===== src/rtl/lane_render_pkg.sv =====
// Shared constants, lane decode helpers and FSM state type for the lane renderer.
package lane_render_pkg;

    localparam logic [2:0] LANE_EMPTY = 3'd0;
    localparam logic [2:0] LANE_A     = 3'd1;
    localparam logic [2:0] LANE_B     = 3'd2;
    localparam logic [2:0] LANE_C     = 3'd3;
    localparam logic [2:0] LANE_D     = 3'd4;

    localparam int         LANE_WIDTH = 20;
    localparam int         ROW_PITCH  = 40;
    localparam logic [5:0] OFFSET_MAX = 6'd39;

    localparam logic [2:0] BLACK = 3'b000;
    localparam logic [2:0] WHITE = 3'b111;

    typedef enum logic [2:0] {
        IDLE,
        LOAD,
        ERASE,
        DRAW,
        DONE
    } state_t;

    function automatic logic lane_valid(input logic [2:0] code);
        return (code >= LANE_A) && (code <= LANE_D);
    endfunction

    // Codes 5..7 fall through to the empty base, same as LANE_EMPTY.
    function automatic logic [8:0] lane_x_base(input logic [2:0] code);
        case (code)
            LANE_EMPTY: return 9'd0;
            LANE_A:     return 9'd120;
            LANE_B:     return 9'd140;
            LANE_C:     return 9'd160;
            LANE_D:     return 9'd180;
            default:    return 9'd0;
        endcase
    endfunction

endpackage


===== src/rtl/lane_render_scheduler_span_writer.sv =====
// Walks x across one LANE_WIDTH-pixel span; done is high on the last pixel.
module span_writer
    import lane_render_pkg::*;
(
    input  logic       clk,
    input  logic       resetn,
    input  logic       start,
    input  logic [8:0] base_x,
    output logic [8:0] x,
    output logic       done
);

    logic [4:0] remain;
    logic       active;

    always_ff @(posedge clk or negedge resetn) begin
        if (!resetn) begin
            x      <= '0;
            remain <= '0;
            active <= 1'b0;
        end else if (start) begin
            x      <= base_x;
            remain <= 5'(LANE_WIDTH - 1);
            active <= 1'b1;
        end else if (active) begin
            if (remain == 5'd0) begin
                active <= 1'b0;
            end else begin
                remain <= remain - 5'd1;
                x      <= x + 9'd1;
            end
        end
    end

    assign done = active && (remain == 5'd0);

endmodule


===== src/rtl/lane_render_scheduler.sv =====
// Per-frame row scheduler: for each lane row, erase the old span then draw it one line lower.
//  state | meaning
//  IDLE  | waiting for an enabled frame_tick
//  LOAD  | decode current row's snapshotted lane code (1 cycle)
//  ERASE | plot black span at row_y + offset
//  DRAW  | plot white span at row_y + offset_next
//  DONE  | frame_done pulse, advance scroll offset (1 cycle)
module lane_render_scheduler
    import lane_render_pkg::*;
#(
    parameter int NUM_ROWS  = 4,
    parameter int ROW_PITCH = lane_render_pkg::ROW_PITCH
) (
    input  logic                  clk,
    input  logic                  resetn,
    input  logic                  enable,
    input  logic                  frame_tick,
    input  logic [3*NUM_ROWS-1:0] lane_code,
    output logic [8:0]            x_out,
    output logic [7:0]            y_out,
    output logic [2:0]            c_out,
    output logic                  plot,
    output logic                  busy,
    output logic                  frame_done,
    output logic [5:0]            offset,
    output logic                  wrap,
    output logic                  overrun
);

    state_t                state;
    logic [2:0]            row_idx;
    logic [3*NUM_ROWS-1:0] lane_q;
    logic [2:0]            cur_code;
    logic [5:0]            offset_next;
    logic [7:0]            row_y;
    logic                  last_row;
    logic                  span_start;
    logic                  span_done;
    logic [8:0]            span_x;

    always_comb begin
        cur_code = '0;
        for (int r = 0; r < NUM_ROWS; r++) begin
            if (row_idx == 3'(r)) cur_code = lane_q[3*r +: 3];
        end
    end

    assign offset_next = (offset == OFFSET_MAX) ? 6'd0 : offset + 6'd1;
    assign row_y       = 8'(int'(row_idx) * ROW_PITCH);
    assign last_row    = (row_idx == 3'(NUM_ROWS - 1));
    assign span_start  = ((state == LOAD) && lane_valid(cur_code)) ||
                         ((state == ERASE) && span_done);

    span_writer u_span (
        .clk    (clk),
        .resetn (resetn),
        .start  (span_start),
        .base_x (lane_x_base(cur_code)),
        .x      (span_x),
        .done   (span_done)
    );

    assign x_out = plot ? span_x : 9'd0;

    always_ff @(posedge clk or negedge resetn) begin
        if (!resetn) begin
            state      <= IDLE;
            row_idx    <= '0;
            lane_q     <= '0;
            offset     <= '0;
            overrun    <= 1'b0;
            plot       <= 1'b0;
            y_out      <= '0;
            c_out      <= '0;
            busy       <= 1'b0;
            frame_done <= 1'b0;
            wrap       <= 1'b0;
        end else begin
            frame_done <= 1'b0;
            wrap       <= 1'b0;
            if (frame_tick && (state != IDLE)) overrun <= 1'b1;

            case (state)
                IDLE: begin
                    if (frame_tick && enable) begin
                        lane_q  <= lane_code;
                        row_idx <= '0;
                        busy    <= 1'b1;
                        state   <= LOAD;
                    end
                end
                LOAD: begin
                    if (lane_valid(cur_code)) begin
                        plot  <= 1'b1;
                        c_out <= BLACK;
                        y_out <= 8'(row_y + {2'b00, offset});
                        state <= ERASE;
                    end else if (last_row) begin
                        frame_done <= 1'b1;
                        wrap       <= (offset == OFFSET_MAX);
                        offset     <= offset_next;
                        state      <= DONE;
                    end else begin
                        row_idx <= row_idx + 3'd1;
                    end
                end
                ERASE: begin
                    if (span_done) begin
                        c_out <= WHITE;
                        y_out <= 8'(row_y + {2'b00, offset_next});
                        state <= DRAW;
                    end
                end
                DRAW: begin
                    if (span_done) begin
                        plot  <= 1'b0;
                        c_out <= '0;
                        y_out <= '0;
                        if (last_row) begin
                            frame_done <= 1'b1;
                            wrap       <= (offset == OFFSET_MAX);
                            offset     <= offset_next;
                            state      <= DONE;
                        end else begin
                            row_idx <= row_idx + 3'd1;
                            state   <= LOAD;
                        end
                    end
                end
                DONE: begin
                    busy  <= 1'b0;
                    state <= IDLE;
                end
                default: state <= IDLE;
            endcase
        end
    end

endmodule

===== config.mk =====
export PLATFORM = sky130hd
export DESIGN_NAME = lane_render_scheduler
export DESIGN_NICKNAME = d
export VERILOG_FILES = /design/src/rtl/lane_render_pkg.sv /design/src/rtl/lane_render_scheduler_span_writer.sv /design/src/rtl/lane_render_scheduler.sv
export SDC_FILE = /design/constraint.sdc
export NUM_CORES = 1
export LEC_CHECK = 0
export ABC_AREA = 1
export CORE_ASPECT_RATIO = 0.9
export CORE_MARGIN = 8
export CORE_UTILIZATION = 45
export CTS_BUF_LIST = sky130_fd_sc_hd__clkbuf_8
export DETAILED_ROUTE_END_ITERATION = 16
export GPL_TIMING_DRIVEN = 0
export PLACE_DENSITY = 0.66
export SLEW_MARGIN = 20
export SYNTH_ARGS = -nofsm -noshare
export SYNTH_HDL_FRONTEND = slang
export SYNTH_HIERARCHICAL = 1
export SYNTH_SLANG_ARGS = --single-unit
export TNS_END_PERCENT = 50

===== constraint.sdc =====
create_clock -name clk -period 5.07 [get_ports clk]
set_input_delay 1.014 -clock clk [delete_from_list [all_inputs] [get_ports clk]]
set_output_delay 1.014 -clock clk [all_outputs]
set_load 0.02 [all_outputs]

Word level (Yosys, flattened, before mapping)
Index checks and enable logic that the tools add are counted.

Word-level logic and storage cells: 119. Output and inout port bits: 31. Input port bits: 16. Flip-flop bits (word level): 55.

Add/sub/neg operators: 6. Order comparisons: 2. Reductions and logical operators: 24. Equality and inequality tests: 19. Multipliers: 1. Muxes and demuxes: 53.

Operators with widths (number): $mux 3 (17); $mux 9 (4); $pmux 8 s4 (1); $mux 6 (4); $mux 8 (3); $pmux 8 s3 (1); $eq 3x2->1 const B (6); $pmux 3 s3 (2); $add 8x6->8 (2); $mux 5 (3); $mux 1 (12); $pmux 3 s4 (1); $pmux 6 s2 (1); $reduce_and 4->1 (3); $ne 2x2->1 const B (5); $add 9x1->9 const B (1); $eq 3x1->1 const B (3); $reduce_bool 3->1 (3); $pmux 1 s2 (4); $add 6x1->6 const B (1); $eq 3x3->1 const B (2); $eq 6x6->1 const B (1); $logic_and 1x1->1 (6); $logic_not 3->1 (2); 12 further kinds (17).

Longest topological paths before layout
Depth in word-level cells: 11. Mapped depth: 18. Depth with buffers taken out: 18.

By module
The synthesis kept the hierarchy.

By module, submodules not included: lane_render_scheduler (cells an instance 303, times used 1, area each 2354.8 µm², seq. area each 950.9 µm²); span_writer (cells an instance 122, times used 1, area each 903.4 µm², seq. area each 375.4 µm²).

Least setup slack after synthesis
OpenSTA, ideal clock, no wires.

Path kind: register to register. From: reg offset[0]. To: reg y_out[7]. Clock period less this slack: 2.437 ns. Setup slack: 2.633 ns. Arrival time: 2.370 ns. Path buffers: 0. Library setup time: 0.067 ns. Stages on the path, launching flop included: 18. Required time: 5.003 ns. Cell sequence: dfrtp_1 > ha_1 > nand4_1 > nand2_1 > a21oi_1 > nand2_1 > o21ai_0 > ha_1 > inv_1 > fa_1 > inv_1 > nand2_1 > nand2_1 > nand2_1 > a21oi_1 > o21a_1 > nand3_1 > nand2_1.

Cells in the longest elaborated chain, start to end: 5. Elaborated cells between the ends (all ways): 8. Those cells by class: 3 x add/sub; 1 x eq/ne; 4 x mux.

Ends and longest elaborated chain: start: declaration (line lane_render_scheduler.sv:25) `output logic [5:0] offset,`; start signal: assignment (line lane_render_scheduler.sv:101) `offset <= offset_next;`; start signal: assignment (line lane_render_scheduler.sv:122) `offset <= offset_next;`; $add 6x1->6 or $eq 6x6->1 (tied branches) (line lane_render_scheduler.sv:48) `assign offset_next = (offset == OFFSET_MAX) ? 6'd0 : offset + 6'd1;`; $mux 6 (line lane_render_scheduler.sv:48); $add 8x6->8 (line lane_render_scheduler.sv:110) `y_out <= 8'(row_y + {2'b00, offset_next});`; $mux 8 (line lane_render_scheduler.sv:108) `if (span_done) begin`; $pmux 8 s3 (*) (line lane_render_scheduler.sv:83) `case (state)`; end signal: assignment (line lane_render_scheduler.sv:96) `y_out <= 8'(row_y + {2'b00, offset});`; end signal: assignment (line lane_render_scheduler.sv:110); end: declaration (line lane_render_scheduler.sv:20) `output logic [7:0] y_out,`.

Every way passes the cells marked *; elsewhere a longest branch is shown, timed or not. The select of a mux whose other input is x is not followed. A chain may end at the register's enable or synchronous reset.

Worst setup path after layout
From: reg row_idx[0]. To: reg u_span.remain[2].

Cells in the longest elaborated chain, start to end: 11. Elaborated cells between the ends (all ways): 17. Those cells by class: 2 x order compare; 4 x eq/ne; 5 x mux; 6 x reduce/logical.

Ends and longest elaborated chain: start: declaration (line lane_render_scheduler.sv:31) `logic [2:0] row_idx;`; start signal: assignment (line lane_render_scheduler.sv:104) `row_idx <= row_idx + 3'd1;`; start signal: assignment (line lane_render_scheduler.sv:125) `row_idx <= row_idx + 3'd1;`; $logic_not 3->1 (line lane_render_scheduler.sv:44) `if (row_idx == 3'(r)) cur_code = lane_q[3*r +: 3];`; $mux 3 (3 in a row) (line lane_render_scheduler.sv:44); $mux 3 (*) (line lane_render_scheduler.sv:44); $ge 3x1->1 or $le 3x3->1 (tied branches) (line lane_render_pkg.sv:26) `return (code >= LANE_A) && (code <= LANE_D);`; $logic_and 1x1->1 (*) (line lane_render_pkg.sv:26); $logic_and 1x1->1 (*) (line lane_render_scheduler.sv:51) `assign span_start = ((state == LOAD) && lane_valid(cur_code)) ||`; $logic_or 1x1->1 (*) (line lane_render_scheduler.sv:51); via span_start (line lane_render_scheduler.sv:37) `logic span_start;`; $ne 2x2->1 (no line) or $reduce_bool 2->1 (tied branches); $reduce_and 2->1 (no line); end signal: assignment (line lane_render_scheduler_span_writer.sv:23) `remain <= 5'(LANE_WIDTH - 1);`; end signal: assignment (line lane_render_scheduler_span_writer.sv:29) `remain <= remain - 5'd1;`; end: declaration (line lane_render_scheduler_span_writer.sv:13) `logic [4:0] remain;`.

Mark *: on every way through the listed nets, which the timed path passes. The rest lies on a longest branch.

==> flow_metrics.tcl <==
set metrics [dict create \
    diodes 0 \
    num-fill-cells 684 \
    ys.flop_type "dfrtp_1" \
    clk_pin_slew_ns 0.10 \
    drv_slew 0 \
    worstSetupPathType "flip-flop to flip-flop" \
    row_count 29 \
    synth_area_um2 3258 \
    hold_viol_final 0 \
    arrival_ns 3.16 \
    p_leak_uw 0.002105 \
    critPathBufInv 5 \
    grt-ovfl-total 0 \
    hpwl_um 5531 \
    die_h_um 96.73 \
    cp-end-kind "flip-flop" \
    yosysWarnings 6 \
    io_pins 47 \
    tns_ns 0 \
    globalplace.congestion 0.8578 \
    required_ns 5.29 \
    final_common_cell "nand2_1" \
    use_met2 0.2269 \
    period_minus_slack_ns 2.946 \
    clk_latency_ns 0.30 \
    cts_resized 0 \
    cts_buffers 5 \
    grt_setup_unrepaired "no" \
    crit_top_cell "nand2_1" \
    multi_input_area_um2 1638 \
    post_cts_buffers 0 \
    wirelength_um 7196 \
    antenna_found_initial 0 \
    io_buffers 46 \
    ff_latch_area_um2 1326 \
    cap_violations 0 \
    routedWlPerCell_um 12.54 \
    grt_pass1_wl_um 12670 \
    area_growth_pct 21.43 \
    status "finished, final reports clean" \
    ys_async_sr_fraction 1.000 \
    busiest_layer "met2" \
    vias 2784 \
    crit_path_top_delay_cell "dfrtp_1" \
    crit_fanout 10 \
    ys_seq_elements 53 \
    use_met3 0.04310 \
    p_total_uw 2259 \
    synth_edf_count 0 \
    core_um2 7039 \
    tritoncts "yes" \
    fmax_mhz 339.5 \
    tightestPinTransition_ns 0.6902 \
    cts_root_buffer "clkbuf_8" \
    crit_chain "ha_1 -> ha_1 -> inv_1 -> nand2_1 -> inv_1 -> a21oi_4 -> nand3_1 -> nand3_2 -> buf_6 -> nand2_1 -> inv_2 -> nand4_1 -> nand2_1 -> buf_6 -> nand2_1 -> o31ai_1" \
    die_w_um 105.7 \
    slew_headroom 0.5374 \
    path_delay_family "simple AND/OR/NAND/NOR gates" \
    drc 0 \
    synth_cells 425 \
    ant_nets 0 \
    whs_ns 0.4720 \
    synth.avg_cell_area_um2 7.666 \
    cts.sinks 53 \
    ys_seq_area_frac 0.4071 \
    grt_start_max_net_pins 54 \
    start_util 0.4629 \
    crit_path_max_incr_delay_ns 0.49 \
    dr.pass1.iters 6 \
    layout.nets 510 \
    skew_ns 0.009306 \
    drive_gt1_frac 0.09356 \
    finalCritPeriodShare 0.5810 \
    dieArea_um2 10220 \
    drt-vias-per-instance 4.850 \
    cts_max_level 2 \
    setup_viol 0 \
    vdd_drop_max_uv 228.1 \
    met1_usage 0.1915 \
    min_path_type "flip-flop to flip-flop" \
    p_per_area_nw_per_um2 571.0 \
    critPathLaunchType "flip-flop" \
    grt_pass1_vias 2718 \
    grt_usage 0.1449 \
    layout_common_cells "nand2_1 (118), inv_1 (64), dfrtp_1 (53)" \
    clk_path_buf_depth 2 \
    cts.hold.buffers_added 0 \
    yosysUniqueCellTypes 43 \
    dr.first_iter.drc_count 117 \
]
-- final timing paths --
check / from / end / slack [ns] / cells after the start
setup / recovery: row_idx[0]$_DFFE_PN0P_ / u_span/remain[2]$_DFFE_PN0P_ / 2.12 / 16
hold / removal: overrun$_DFFE_PN0P_ / overrun$_DFFE_PN0P_ / 0.47 / 1
setup reg to reg: row_idx[0]$_DFFE_PN0P_ / u_span/remain[2]$_DFFE_PN0P_ / 2.12 / 16
hold reg to reg: overrun$_DFFE_PN0P_ / overrun$_DFFE_PN0P_ / 0.47 / 1
max in group asynchronous: resetn / lane_q[6]$_DFFE_PN0P_ / 3.88 / 1
min in group asynchronous: resetn / u_span/remain[3]$_DFFE_PN0P_ / 0.74 / 1
-- worst register-to-register path, delay by kind of cell (launching register included) --
family | cells | cell delay (ns)
compound gates | 2 | 0.25
flops | 1 | 0.49
fa+ha+maj | 2 | 0.50
buf+inv | 5 | 0.77
simple gates | 7 | 0.86
-- layer usage --
layer / vias up / routed length (um) / part of all wire
li1: 1450 / - / -
met3: 2 / 409 / 0.057
met1: 1283 / 3520 / 0.49
met2: 49 / 3227 / 0.45
met5: - / 0 / 0
met4: 0 / 38 / 0.0053
-- area by class of cell --
class	instances	area share
clock inverter	2	0.008539
inverter	66	0.06325
clock buffer	6	0.02087
timing repair buffer	46	0.1157
tap	93	0.02941
buffer	7	0.01297
multi-input combinational	301	0.4140
sequential	53	0.3352
-- power breakdown --
| group | internal [uW] | total, uW | switching, uW |
|---|---|---|---|
| registers | 576 | 699 | 123 |
| logic | 501 | 1260 | 761 |
| clock network | 159 | 299 | 139 |
-- logic make-up after synthesis --
group | synth area share
compound gates | 0.08065
simple gates | 0.3184
other cells | 0.001151
flops | 0.4071
xor+xnor | 0.01344
buf+inv | 0.09255
fa+ha+maj | 0.05607
mux | 0.03072
-- Yosys cell counts (5+ instances only) --
| cell type | instances | share of area |
|---|---|---|
| nand3_1 | 45 | 0.069 |
| nor2_1 | 31 | 0.036 |
| ha_1 | 13 | 0.050 |
| inv_1 | 63 | 0.073 |
| dfrtp_1 | 53 | 0.41 |
| mux2_2 | 8 | 0.028 |
| o21ai_1 | 5 | 0.0077 |
| o21ai_0 | 16 | 0.025 |
| nand2_1 | 118 | 0.14 |
| nand2_2 | 6 | 0.012 |
| nand4_1 | 5 | 0.0096 |
| nand3b_1 | 5 | 0.012 |
| a21oi_1 | 9 | 0.014 |
-- registers in the layout, indices dropped and copies added, names as in the netlist --
register       count
u_span/remain      5
y_out              8
u_span/x           9
wrap               1
u_span/active      1
busy               1
frame_done         1
overrun            1
state              3
c_out              1
row_idx            3
lane_q            12
plot               1
offset             6
-- stage by stage --
step	utilization	cells	cell area, um^2	worst slack (ns)
finish	0.5620	574	3956	2.124
global route	0.5620	574	3956	1.763
global placement	0.5459	566	3842	1.321
detailed placement	0.5455	566	3840	2.140
CTS	0.5620	574	3956	2.105
floorplan	-	427	3266	2.633
Note: power is estimated with default switching activity, not from simulation.
